**config.mk**
```make
export PLATFORM = sky130hd
export DESIGN_NAME = cic_interpolator
export DESIGN_NICKNAME = d
export VERILOG_FILES = /design/src/rtl/cic_pkg.sv /design/src/rtl/cic_integrator.sv /design/src/rtl/cic_interpolator.sv
export SDC_FILE = /design/constraint.sdc
export NUM_CORES = 1
export LEC_CHECK = 0
export ABC_CLOCK_PERIOD_IN_PS = 4300
export CAP_MARGIN = 25
export CORE_UTILIZATION = 41
export DETAILED_ROUTE_END_ITERATION = 7
export SLEW_MARGIN = 5
export SYNTH_ARGS = -nofsm -noshare
export SYNTH_HDL_FRONTEND = slang
export SYNTH_SLANG_ARGS = --single-unit
```
**constraint.sdc**
```tcl
create_clock -name i_clk -period 4.3 [get_ports i_clk]
set_input_delay 0.86 -clock i_clk [delete_from_list [all_inputs] [get_ports i_clk]]
set_output_delay 0.86 -clock i_clk [all_outputs]
set_load 0.01 [all_outputs]
```
**src/rtl/cic_pkg.sv**
```systemverilog
// Shared CIC helpers: bit-growth arithmetic and stage/ratio limits used by both the
// interpolator and the decimator.
package cic_pkg;

    localparam int unsigned CIC_N_MIN = 1;
    localparam int unsigned CIC_N_MAX = 8;
    localparam int unsigned CIC_R_MIN = 2;
    localparam int unsigned CIC_M_MIN = 1;

    function automatic int unsigned clog2(input int unsigned v);
        int unsigned r;
        r = 0;
        while ((r < 31) && ((32'd1 << r) < v)) begin
            r = r + 1;
        end
        return r;
    endfunction

    // Minimum wrap-safe output width for an interpolating CIC chain
    function automatic int unsigned cic_out_width(input int unsigned iw,
                                                  input int unsigned n,
                                                  input int unsigned r,
                                                  input int unsigned m);
        return iw + n * clog2(r * m) - clog2(r);
    endfunction

endpackage

```
**src/rtl/cic_integrator.sv**
```systemverilog
// Single wrap-around accumulator stage of the CIC integrator section.
module cic_integrator #(
    parameter int unsigned OW = 8
) (
    input  logic          clk_i,
    input  logic          reset_i,
    input  logic          en_i,
    input  logic [OW-1:0] data_i,
    output logic [OW-1:0] acc_o
);

    logic [OW-1:0] acc_q;
    logic [OW-1:0] acc_d;

    always_comb begin
        acc_d = acc_q;
        if (en_i) begin
            acc_d = acc_q + data_i;
        end
    end

    always_ff @(posedge clk_i) begin
        if (reset_i) begin
            acc_q <= '0;
        end else begin
            acc_q <= acc_d;
        end
    end

    assign acc_o = acc_q;

endmodule

```
**src/rtl/cic_interpolator.sv**
```systemverilog
// N-stage CIC interpolator: low-rate comb chain, zero-stuffing upsampler and a
// full-rate integrator chain producing one output per clock.
module cic_interpolator
    import cic_pkg::*;
#(
    parameter int unsigned IW = 2,
    parameter int unsigned OW = 8,
    parameter int unsigned N  = 3,
    parameter int unsigned M  = 1,
    parameter int unsigned R  = 4
) (
    input  logic          i_clk,
    input  logic          i_reset,
    input  logic [IW-1:0] i_data,
    input  logic          i_ready,
    output logic          o_req,
    output logic [OW-1:0] o_data,
    output logic          o_ready,
    output logic          o_underrun
);

    localparam int unsigned PW = (clog2(R) < 1) ? 1 : clog2(R);
    localparam bit PARAMS_OK = (N >= CIC_N_MIN) && (N <= CIC_N_MAX) &&
                               (R >= CIC_R_MIN) && (M >= CIC_M_MIN) &&
                               (OW >= cic_out_width(IW, N, R, M));

    logic [PW-1:0]             phase_q;
    logic [PW-1:0]             phase_d;
    logic                      strobe_c;
    logic [N:0][OW-1:0]        comb_c;
    logic [N-1:0][M-1:0][OW-1:0] dl_q;
    logic [OW-1:0]             comb_q;
    logic                      stuff_q;
    logic                      underrun_q;
    logic                      underrun_d;
    logic                      ready_q;
    logic [OW-1:0]             data_q;
    logic [N:0][OW-1:0]        integ_c;

    assign strobe_c = (phase_q == '0);

    // Phase wrap, sticky underrun and the comb chain evaluated at the input rate
    always_comb begin
        phase_d    = (phase_q == PW'(R - 1)) ? '0 : phase_q + PW'(1);
        underrun_d = underrun_q | (strobe_c & ~i_ready);
        comb_c[0]  = i_ready ? OW'(signed'(i_data)) : '0;
        for (int k = 0; k < N; k++) begin
            comb_c[k+1] = comb_c[k] - dl_q[k][M-1];
        end
    end

    always_ff @(posedge i_clk) begin
        if (i_reset) begin
            phase_q    <= PW'(R - 1);
            dl_q       <= '0;
            comb_q     <= '0;
            stuff_q    <= 1'b0;
            underrun_q <= 1'b0;
            ready_q    <= 1'b0;
            data_q     <= '0;
        end else begin
            phase_q    <= phase_d;
            stuff_q    <= strobe_c;
            underrun_q <= underrun_d;
            ready_q    <= 1'b1;
            data_q     <= integ_c[N];
            if (strobe_c) begin
                comb_q <= comb_c[N];
                for (int k = 0; k < N; k++) begin
                    for (int j = M - 1; j > 0; j--) begin
                        dl_q[k][j] <= dl_q[k][j-1];
                    end
                    dl_q[k][0] <= comb_c[k];
                end
            end
        end
    end

    // Zero-stuffed comb output feeds the first integrator for one clock in R
    assign integ_c[0] = stuff_q ? comb_q : '0;

    for (genvar k = 0; k < N; k++) begin : g_integ
        cic_integrator #(
            .OW(OW)
        ) u_integ (
            .clk_i  (i_clk),
            .reset_i(i_reset),
            .en_i   (1'b1),
            .data_i (integ_c[k]),
            .acc_o  (integ_c[k+1])
        );
    end

    a_params_ok : assert property (@(posedge i_clk) PARAMS_OK);

    assign o_req      = (phase_q == PW'(R - 1)) && !i_reset;
    assign o_data     = data_q;
    assign o_ready    = ready_q;
    assign o_underrun = underrun_q;

endmodule

```
==> results.md <==
- Critical Path Fanout Max: 4
- Commonest non-fill, non-tap cell in the layout: dfxtp_1
- Tot GR Track Use: 16.2%
- RSZ-0062 raised after global routing: false
- CTS clk-pin slew, worst paths: 80 ps
- Post-Synthesis Cells: 361
- Antenna diodes: 0
- Ys Warns: 0
- Vert. Die Dim: 92.2 microns
- Worst Setup Start Kind: input pin
- Hold Crit Depth: 1
- Layout Nets: 453
- Gpl congestion: 0.878
- DRT Wirelength: 6.14 mm
- Root Buffer: clkbuf_8
- TNS Setup: 0 ps
- GRT overflow: 0
- Peak supply drop: 0.218 mV
- Hold crit path type: reg -> reg
- Initial antenna violation count: 0
- Routed vias/inst: 4.95
- Met3 Usage GRT: 4.98%
- Share of cells above drive strength 1: 15.2%
- CTS buffer count: 9
- Yosys cell types: 42
- Vias in the first global route: 2504
- TritonCTS clock tree: done
- Worst setup path class: in -> reg
- Skew-Pair Late Insertion Delay: 340 ps
- R2r worst-path depth: 16
- Global-route wire length before repair: 10.8 mm
- Final clock skew: 5.82 ps
- Met2 Use GR: 30.5%
- Grt peak-use layer: met2
- HPWL Detailed: 4.49 mm
- Critical Path AT: 4410 ps
- Final min period: 4160 ps
- Least-Margin Pin Slew: 667 ps
- Final slew viol count: 0
- Synth area leader: dfxtp_1
- #FFs+latches synth: 60
- Synth top area share: 36.0%
- Pre-antenna DRT Iters: 4
- I/O pins: 16
- Slowest stage delay, CP: 520 ps
- Die Width: 92.2 microns
- CTS Sinks: 60
- Synth-to-layout area growth: 21.0%
- Achievable clock frequency: 241 MHz
- Synth top area cells: dfxtp_1 (36%), ha_1 (14%), fa_1 (5.4%)
- Core region area: 0.00781 sq mm
- IO buf count: 15
- Drc violations: 0
- Crit path top cell by count: fa_1
- Clock H-tree levels: 3
- GR Layer Usage met1: 16.9%
- Clock Path Buffers: 2
- Power per Cell Area: 412 mW/mm^2
- Status: completed
- Largest net degree at the start of global routing: 64
- Final setup viols: 0
- Worst EP required: 4560 ps
- Antenna-violating nets left: 0
- Avg WL per Cell: 12.1 microns
- Syn nets: 412
- Slew HR: 55.6%
- CP cell instances: dlygate4sd2_1 > buf_4 > nand2_2 > buf_4 > fa_1 > inv_1 > fa_1 > fa_1 > xnor2_1 > ha_1 > or4_4 > o32a_1 > nand3_2 > xor2_2 > a211oi_2
- Critical path capture point type: register
- Slowest cell on crit path: fa_1
- First DRT Iteration DRCs: 57
- Hold violation count in the final report: 0
- Max-cap viol count: 0
- Core Util, Final: 51.7%
- Total number of vias: 2519
- Post-Syn Area: 0.00334 sq mm
- Die ar.: 0.00851 sq mm
- Final clock period utilization by the worst path: 96.7%
- Register area share after synthesis: 36.0%
- Commonest cells after routing, fill and taps aside: dfxtp_1 (60), nor2_1 (38), ha_1 (34)
- Rows: 32
- Hold buffers post-CTS: 0
- Initial Utilization: 42.8%
- Avg Synthesized Cell Area: 9.25 sq um
- P_leak: 1.79 nW
-- state kept, by name (all words and copies together), names as in the netlist --
register / flops
o_underrun: 1
phase_q: 2
o_data: 8
g_integ.u_integ.acc_o: 24
o_ready: 1
comb_q: 8
stuff_q: 1
dl_q: 15
-- routing by layer --
layer,wire (microns),part of all wire [%]
met1,2670,43
met5,0,0
met2,3220,52
met3,196,3.2
met4,58,0.94
-- Yosys cell counts (all sizes together) --
library cell  instances
o32a                  1
nand3                 3
or4                   2
mux2i                 8
o211a                 1
o31a                  1
fa                    9
o311ai                1
nand4                 1
o2111a                1
nor3b                 1
o211ai                1
o21a                  4
nor4                  2
mux2                  4
o21ai                13
and3                  1
dfxtp                60
nor2b                26
and2                  6
a21o                  8
o21bai                3
a31oi                 1
nand2b                9
xnor2                15
nor3                  7
clkbuf                6
or3                   4
o311a                 1
a211oi               10
buf                   5
o221ai                1
ha                   37
or2                   1
nand2                 7
a21oi                21
xor2                  6
inv                  34
nor2                 39
-- critical path, delay by kind of cell --
family,cells,cell delay [ps]
compound gates,2,540
simple gates,3,670
xor+xnor,2,220
buf+inv,4,550
fa+ha+maj,4,1560
-- kinds of logic after synthesis --
| group | synth area share (%) |
|---|---|
| mux | 3.75 |
| flops | 36.0 |
| buf+inv | 5.06 |
| xor+xnor | 5.51 |
| simple gates | 17.1 |
| fa+ha+maj | 19.3 |
| compound gates | 13.3 |
-- timing repair --
item / CTS / global route
setup endpoints to repair: 2 / 1
resized for setup: 8 / 9
buffers inserted: 2 / 0
pin swaps: 9 / 7
-- path summary, 6_finish.rpt --
check / startpoint / endpoint / slack (ps)
min reg2reg: g_integ[2].u_integ.acc_o[0] / o_data[0] / 470
min: g_integ[2].u_integ.acc_o[0] / o_data[0] / 470
max reg2reg: dl_q[0] / comb_q[7] / 650
max: i_ready / comb_q[7] / 140
-- final cells by class --
| class | instances | area [sq um] |
|---|---|---|
| clock buffers | 10 | 128 |
| clock inverters | 6 | 111 |
| fillers | 736 | 3770 |
| inverters | 34 | 128 |
| multi-input cells | 256 | 2010 |
| flip-flops and latches | 60 | 1200 |
| well taps | 102 | 128 |
| repair buffers | 41 | 337 |
-- stage by stage --
step	std cells	cell area (sq um)	hold WS [ps]	power, W	setup WS (ps)
2_1_floorplan	361	3340	440	0.000889	63.6
3_3_place_gp	491	3750	451	0.00102	-512
3_5_place_dp	491	3750	462	0.00103	-580
4_1_cts	509	4010	473	0.00166	58.6
5_1_grt	509	4040	487	0.00177	3.21
6_report	509	4040	470	0.00166	143
-- where the power goes --
part	switching, W	internal (W)
Sequential	0.0000151	0.000582
Clock	0.000235	0.000386
Combinational	0.000209	0.000236
Total	0.000460	0.00120
(Power assumes the default switching activity.)
